$ cat src/rtl/instr_mem_multiport.sv
// Shared instruction memory with NUM_CORES registered fetch ports and one program-load
// write port. After reset a clear sequencer sweeps the array to all-zero (NOP), one
// word per cycle, before any fetch or program write is accepted.
// Optional macro IMEM_WRITE_BYPASS_EN: same-cycle fetch of the word being programmed
// returns the new data (write-first) instead of the old contents (read-first).
module instr_mem_multiport #(
    parameter int unsigned NUM_CORES = 2,
    parameter int unsigned DATA_W    = 32,
    parameter int unsigned DEPTH     = 64,
    parameter int unsigned ADDR_W    = 32
) (
    input  logic                          clk,
    input  logic                          reset,
    input  logic [NUM_CORES-1:0]          fetch_req,
    input  logic [NUM_CORES*ADDR_W-1:0]   fetch_addr,
    output logic [NUM_CORES-1:0]          fetch_gnt,
    output logic [NUM_CORES-1:0]          fetch_valid,
    output logic [NUM_CORES*DATA_W-1:0]   fetch_instr,
    output logic [NUM_CORES-1:0]          fetch_fault,
    input  logic                          prog_valid,
    output logic                          prog_ready,
    input  logic [ADDR_W-1:0]             prog_addr,
    input  logic [DATA_W-1:0]             prog_data,
    output logic                          init_done
);

    localparam int unsigned IDX_W = (DEPTH > 1) ? $clog2(DEPTH) : 1;

    typedef enum logic [0:0] {StClear, StRun} state_e;

    state_e                      state_q;
    logic [IDX_W-1:0]            clear_ptr_q;
    logic                        init_done_q;
    logic [NUM_CORES-1:0]        fetch_valid_q;
    logic [NUM_CORES-1:0]        fetch_fault_q;
    logic [NUM_CORES*DATA_W-1:0] fetch_instr_q;

    logic [DATA_W-1:0] mem [DEPTH];

    logic [ADDR_W-1:0]    prog_word;
    logic                 prog_ok;
    logic                 prog_we;
    logic [IDX_W-1:0]     prog_idx;
    logic [ADDR_W-1:0]    fetch_word [NUM_CORES];
    logic [IDX_W-1:0]     fetch_idx  [NUM_CORES];
    logic [DATA_W-1:0]    rd_data    [NUM_CORES];
    logic [NUM_CORES-1:0] fetch_ok;

    // Handshakes: nothing is accepted until the clear sweep has finished.
    always_comb begin
        prog_ready = (state_q == StRun);
        fetch_gnt  = prog_ready ? fetch_req : '0;
    end

    // Program-port decode; range check uses the full word index, not the truncated one.
    always_comb begin
        prog_word = prog_addr >> 2;
        prog_ok   = (prog_addr[1:0] == 2'b00) && (prog_word < ADDR_W'(DEPTH));
        prog_idx  = prog_word[IDX_W-1:0];
        prog_we   = prog_valid && prog_ready && prog_ok;
    end

    // Per-core fetch decode and array read (old contents unless forwarding is built).
    always_comb begin
        fetch_ok = '0;
        for (int c = 0; c < NUM_CORES; c++) begin
            fetch_word[c] = fetch_addr[c*ADDR_W +: ADDR_W] >> 2;
            fetch_idx[c]  = fetch_word[c][IDX_W-1:0];
            fetch_ok[c]   = (fetch_addr[c*ADDR_W +: 2] == 2'b00)
                            && (fetch_word[c] < ADDR_W'(DEPTH));
            rd_data[c]    = fetch_ok[c] ? mem[fetch_idx[c]] : '0;
`ifdef IMEM_WRITE_BYPASS_EN
            if (prog_we && fetch_ok[c] && (fetch_idx[c] == prog_idx)) begin
                rd_data[c] = prog_data;
            end
`endif
        end
    end

    // Clear/run sequencer; init_done is registered alongside the state.
    always_ff @(posedge clk or negedge reset) begin
        if (!reset) begin
            state_q     <= StClear;
            clear_ptr_q <= '0;
            init_done_q <= 1'b0;
        end else begin
            case (state_q)
                StClear: begin
                    if (clear_ptr_q == IDX_W'(DEPTH - 1)) begin
                        state_q     <= StRun;
                        init_done_q <= 1'b1;
                    end else begin
                        clear_ptr_q <= clear_ptr_q + 1'b1;
                    end
                end
                StRun:   state_q <= StRun;
                default: state_q <= StClear;
            endcase
        end
    end

    // Single array write port, shared by the clear sweep and the program loader.
    always_ff @(posedge clk) begin
        if (state_q == StClear) begin
            mem[clear_ptr_q] <= '0;
        end else if (prog_we) begin
            mem[prog_idx] <= prog_data;
        end
    end

    // Registered fetch responses; instruction slice holds when its core is idle.
    always_ff @(posedge clk or negedge reset) begin
        if (!reset) begin
            fetch_valid_q <= '0;
            fetch_fault_q <= '0;
            fetch_instr_q <= '0;
        end else begin
            for (int c = 0; c < NUM_CORES; c++) begin
                fetch_valid_q[c] <= fetch_gnt[c];
                fetch_fault_q[c] <= fetch_gnt[c] && !fetch_ok[c];
                if (fetch_gnt[c]) begin
                    fetch_instr_q[c*DATA_W +: DATA_W] <= rd_data[c];
                end
            end
        end
    end

    assign fetch_valid = fetch_valid_q;
    assign fetch_fault = fetch_fault_q;
    assign fetch_instr = fetch_instr_q;
    assign init_done   = init_done_q;

endmodule

$ cat config.mk
export PLATFORM = sky130hd
export DESIGN_NAME = instr_mem_multiport
export DESIGN_NICKNAME = d
export VERILOG_FILES = /design/src/rtl/instr_mem_multiport.sv
export SDC_FILE = /design/constraint.sdc
export NUM_CORES = 2
export LEC_CHECK = 0
export BUFFER_PORTS_ARGS = -buffer_cell sky130_fd_sc_hd__buf_2
export CAP_MARGIN = 20
export CORE_MARGIN = 8
export CORE_UTILIZATION = 60
export DETAILED_ROUTE_END_ITERATION = 10
export MAX_ROUTING_LAYER = met4
export PLACE_DENSITY = 0.76
export SYNTH_ARGS = -nofsm -noshare
export SYNTH_HDL_FRONTEND = slang
export SYNTH_SLANG_ARGS = --single-unit
$ cat constraint.sdc
create_clock -name clk -period 13.8 [get_ports clk]
set_input_delay 0.69 -clock clk [delete_from_list [all_inputs] [get_ports clk]]
set_output_delay 0.69 -clock clk [all_outputs]
set_load 0.03 [all_outputs]
==> metrics.csv <==
stage;metric;value;unit
run_status;status;complete, no violations;
clocking;clockBufferDepth;3;
timing;tns;0;ns
final_layout;utilization;0.667;
grt;grt_pass1_vias;60320;
placed_design;place_hpwl;195000;um
final_layout;area_growth;10.6;%
setup_path;critPathKind;input port to flip-flop;
floorplan;rows;149;
power_and_ir_drop;ir_drop;0.000123;V
logic_synthesis;synth-main-ff-cell;edfxtp_1;
final_layout;layout-drive-gt1-share;0.333;
grt;gr-usage-met1;0.484;
timing;fin_crit;4.64;ns
logic_synthesis;syn_area;99500;um2
floorplan;die_h;423;um
drt;drtIter0Drc;11863;
grt;grt_max_degree;104;
timing;finalHoldViolCount;0;
timing;period_share;0.336;
clocking;path_clk_slew;0.06;ns
floorplan;boundaryPins;205;
clocking;cts_tree;done;
setup_path;path_depth;10;
final_layout;nets;5466;
drt;wl;346000;um
timing;final-max-slew-violation-count;0;
grt;grt_overflow;0;
grt;antenna_found_initial;17;
grt;gr-usage-met2;0.549;
placed_design;place_ws;8.50;ns
grt;gr-usage-all-layers;0.393;
clocking;cts_buffers;206;
timing;fin_worst_skew;0.0507;ns
hold_path;hold_class;input port to flip-flop;
logic_synthesis;async_flop_share;0.0358;
drt;antenna_left;0;
floorplan;initial_core_util;0.604;
logic_synthesis;synth_edf_count;2048;
drt;vias;61821;
grt;busiest_layer;met2;
drt;routedWlPerCell;44.8;um
setup_path;worstPathRequired;14.53;ns
grt;grt_pass1_wl;477000;um
logic_synthesis;avgSynthCellArea;19.4;um2
drt;first_pass_iters;7;
floorplan;dieWidth;423;um
logic_synthesis;syn-instance-count;5137;
setup_path;critPathCaptureType;flip-flop;
grt;met3_usage;0.137;
hold_path;hold_path_depth;2;
job;max-cap-violations;0;
clocking;post-cts-setup-buffers;0;
logic_synthesis;ys_warn_count;0;
setup_path;crit_arrival;5.37;ns
clocking;htree_levels;4;
logic_synthesis;synth_cell_types;74;
logic_synthesis;ys_seq_area_frac;0.637;
power_and_ir_drop;p_leak;30.1;nW
floorplan;core;165000;um2
timing;tightest_slew;1.24;ns
drt;drc_errors;0;
setup_path;cp_common_cell;buf_4;
setup_path;path_max_fanout;102;
drt;routed_via_density;8.00;
logic_synthesis;synthesis.nets;5271;
placed_design;port_buffers;204;
clocking;cts_sinks;2124;
timing;slew_headroom;0.176;
placed_design;gp_congestion;0.948;
setup_path;cp_num_buf_inv;4;
clocking;root_buffer;clkbuf_16;
final_layout;nFillCells;10458;
setup_path;crit_family;buffers and inverters;
setup_path;cpPeakStageDelay;0.80;ns
setup_path;cp_slowest_cell;buf_4;
setup_path;start_kind;input port;
timing;fmax;0.215;GHz
timing;finalSetupViolCount;0;
power_and_ir_drop;power_density;123;nW/um2
logic_synthesis;synth-seq-cells;2124;
setup_path;rr_worst_depth;7;
clocking;clock_latency;0.88;ns
floorplan;dieArea;179000;um2
timing;rsz0062_at_grt;false;
timing;fin_ws;9.16;ns
setup_path;crit_path_cell_trace;buf_8 > buf_12 > buf_4 > buf_4 > mux4_2 > nor2b_1 > a211oi_1 > a21oi_1 > a2111oi_0 > o21ai_1;
-- cell usage after synthesis (all sizes together), types with 4 or more instances --
| cell type | instances | area [um2] |
|---|---|---|
| nor3 | 26 | 135 |
| a211o | 4 | 35.0 |
| o211ai | 19 | 143 |
| o221ai | 5 | 43.8 |
| a22oi | 119 | 893 |
| a211oi | 54 | 405 |
| a41oi | 4 | 35.0 |
| nand2 | 188 | 706 |
| buf | 310 | 2280 |
| o311ai | 8 | 70.1 |
| a32o | 9 | 90.1 |
| a311oi | 6 | 52.6 |
| edfxtp | 2048 | 61500 |
| o31ai | 13 | 97.6 |
| a21oi | 96 | 480 |
| clkbuf | 87 | 328 |
| a31oi | 27 | 169 |
| o21ai | 86 | 430 |
| a22o | 22 | 193 |
| o22ai | 27 | 169 |
| nand3 | 49 | 245 |
| dfrtp | 76 | 1900 |
| nand4 | 13 | 81.3 |
| or2 | 10 | 62.6 |
| and2 | 56 | 350 |
| o41ai | 9 | 78.8 |
| and3 | 28 | 175 |
| nor4 | 20 | 125 |
| nand2b | 17 | 106 |
| mux2i | 451 | 4510 |
| o2111ai | 10 | 87.6 |
| inv | 10 | 37.5 |
| a221oi | 28 | 245 |
| nor2b | 56 | 350 |
| o21a | 4 | 30.0 |
| a2111oi | 13 | 139 |
| nor2 | 92 | 345 |
| mux2 | 46 | 518 |
| mux4 | 954 | 21500 |
-- path summary, 6_finish.rpt --
check	startpoint	to	slack [ns]
worst max-delay path	fetch_addr[3]	fetch_instr[25]	9.16
worst min-delay path	prog_data[17]	mem[56][17]	0.23
worst max register to register	prog_ready	mem[24][30]	9.33
worst min register to register	init_done	init_done	0.48
max in group asynchronous	reset	fetch_instr[43]	12.21
min in group asynchronous	reset	fetch_instr[54]	0.33
-- repair_timing --
item,in CTS,in global routing
hold buffers,1,0
hold endpoints to repair,19,0
resized for setup,0,0
-- placed cells by master (no fill, tap or decap), drive strengths merged, types with 20 or more instances in the layout --
| master | netlist | final |
|---|---|---|
| bufinv | 0 | 29 |
| mux4 | 954 | 954 |
| nand3 | 49 | 49 |
| clkbuf | 87 | 266 |
| o21ai | 86 | 86 |
| a21oi | 96 | 96 |
| nor2 | 92 | 92 |
| buf | 310 | 383 |
| dfrtp | 76 | 76 |
| mux2i | 451 | 451 |
| a31oi | 27 | 27 |
| a22o | 22 | 22 |
| a211oi | 54 | 54 |
| diode | 0 | 27 |
| and3 | 28 | 28 |
| and2 | 56 | 56 |
| clkinv | 2 | 77 |
| a22oi | 119 | 119 |
| nor4 | 20 | 20 |
| nor2b | 56 | 56 |
| o22ai | 27 | 27 |
| edfxtp | 2048 | 2048 |
| mux2 | 46 | 46 |
| nor3 | 26 | 26 |
| a221oi | 28 | 28 |
| nand2 | 188 | 188 |
-- sequential cells by signal (all words and copies together) (netlist names) --
| register | count |
|---|---|
| clear_ptr_q | 6 |
| fetch_fault | 2 |
| mem | 2048 |
| fetch_instr | 64 |
| init_done | 1 |
| fetch_valid | 2 |
| prog_ready | 1 |
-- stage by stage --
step,area [um2],hold WS (ns),std cells,power (mW)
2_1_floorplan,99500,0.394,5137,7.51
6_report,110000,0.226,7729,13.5
3_3_place_gp,102000,0.464,7293,7.70
4_1_cts,110000,0.206,7683,13.5
5_1_grt,110000,0.233,7716,13.7
3_5_place_dp,102000,0.471,7293,7.70
-- logic make-up (layout without fill, tap and decap cells) --
| family | Yosys count | in the layout | synth area share |
|---|---|---|---|
| flip-flops | 2124 | 2124 | 0.637 |
| multiplexers | 1451 | 1451 | 0.267 |
| AO/OA/AOI/OAI | 579 | 579 | 0.0405 |
| AND/OR/NAND/NOR | 569 | 569 | 0.0282 |
| buffers and inverters | 409 | 785 | 0.0267 |
| XOR/XNOR | 4 | 4 | 0.000352 |
| adder cells (fa/ha/maj) | 1 | 1 | 0.000126 |
| other | 0 | 27 | 0 |
-- metal layers --
metal,wire length [um],part of all wire,vias up
met5,0,0,-
met4,31100,0.090,0
met3,58400,0.17,1619
met2,150000,0.43,6458
met1,107000,0.31,31274
li1,-,-,22470
-- power breakdown --
part / internal, mW / switching [mW]
Clock: 3.42 / 2.52
Combinational: 0.209 / 0.421
Sequential: 6.96 / 0
Total: 10.6 / 2.94
-- worst register-to-register path, delay by kind of cell (launching register included) --
kind	cells	cell delay (ns)
flip-flops	1	0.57
AO/OA/AOI/OAI	1	0.49
AND/OR/NAND/NOR	5	2.32
buffers and inverters	1	0.70
-- area by class of cell --
| type | instances | area [um2] | share of cell area |
|---|---|---|---|
| clock buffer | 266 | 5590 | 0.0509 |
| tap | 2189 | 2740 | 0.0249 |
| multi-input combinational | 2604 | 33800 | 0.307 |
| antenna | 27 | 67.6 | 0.000614 |
| inverter | 12 | 48.8 | 0.000444 |
| timing repair buffer | 384 | 2800 | 0.0254 |
| sequential | 2124 | 63400 | 0.576 |
| clock inverter | 123 | 1530 | 0.0139 |
Note: power is estimated with default switching activity, not from simulation.
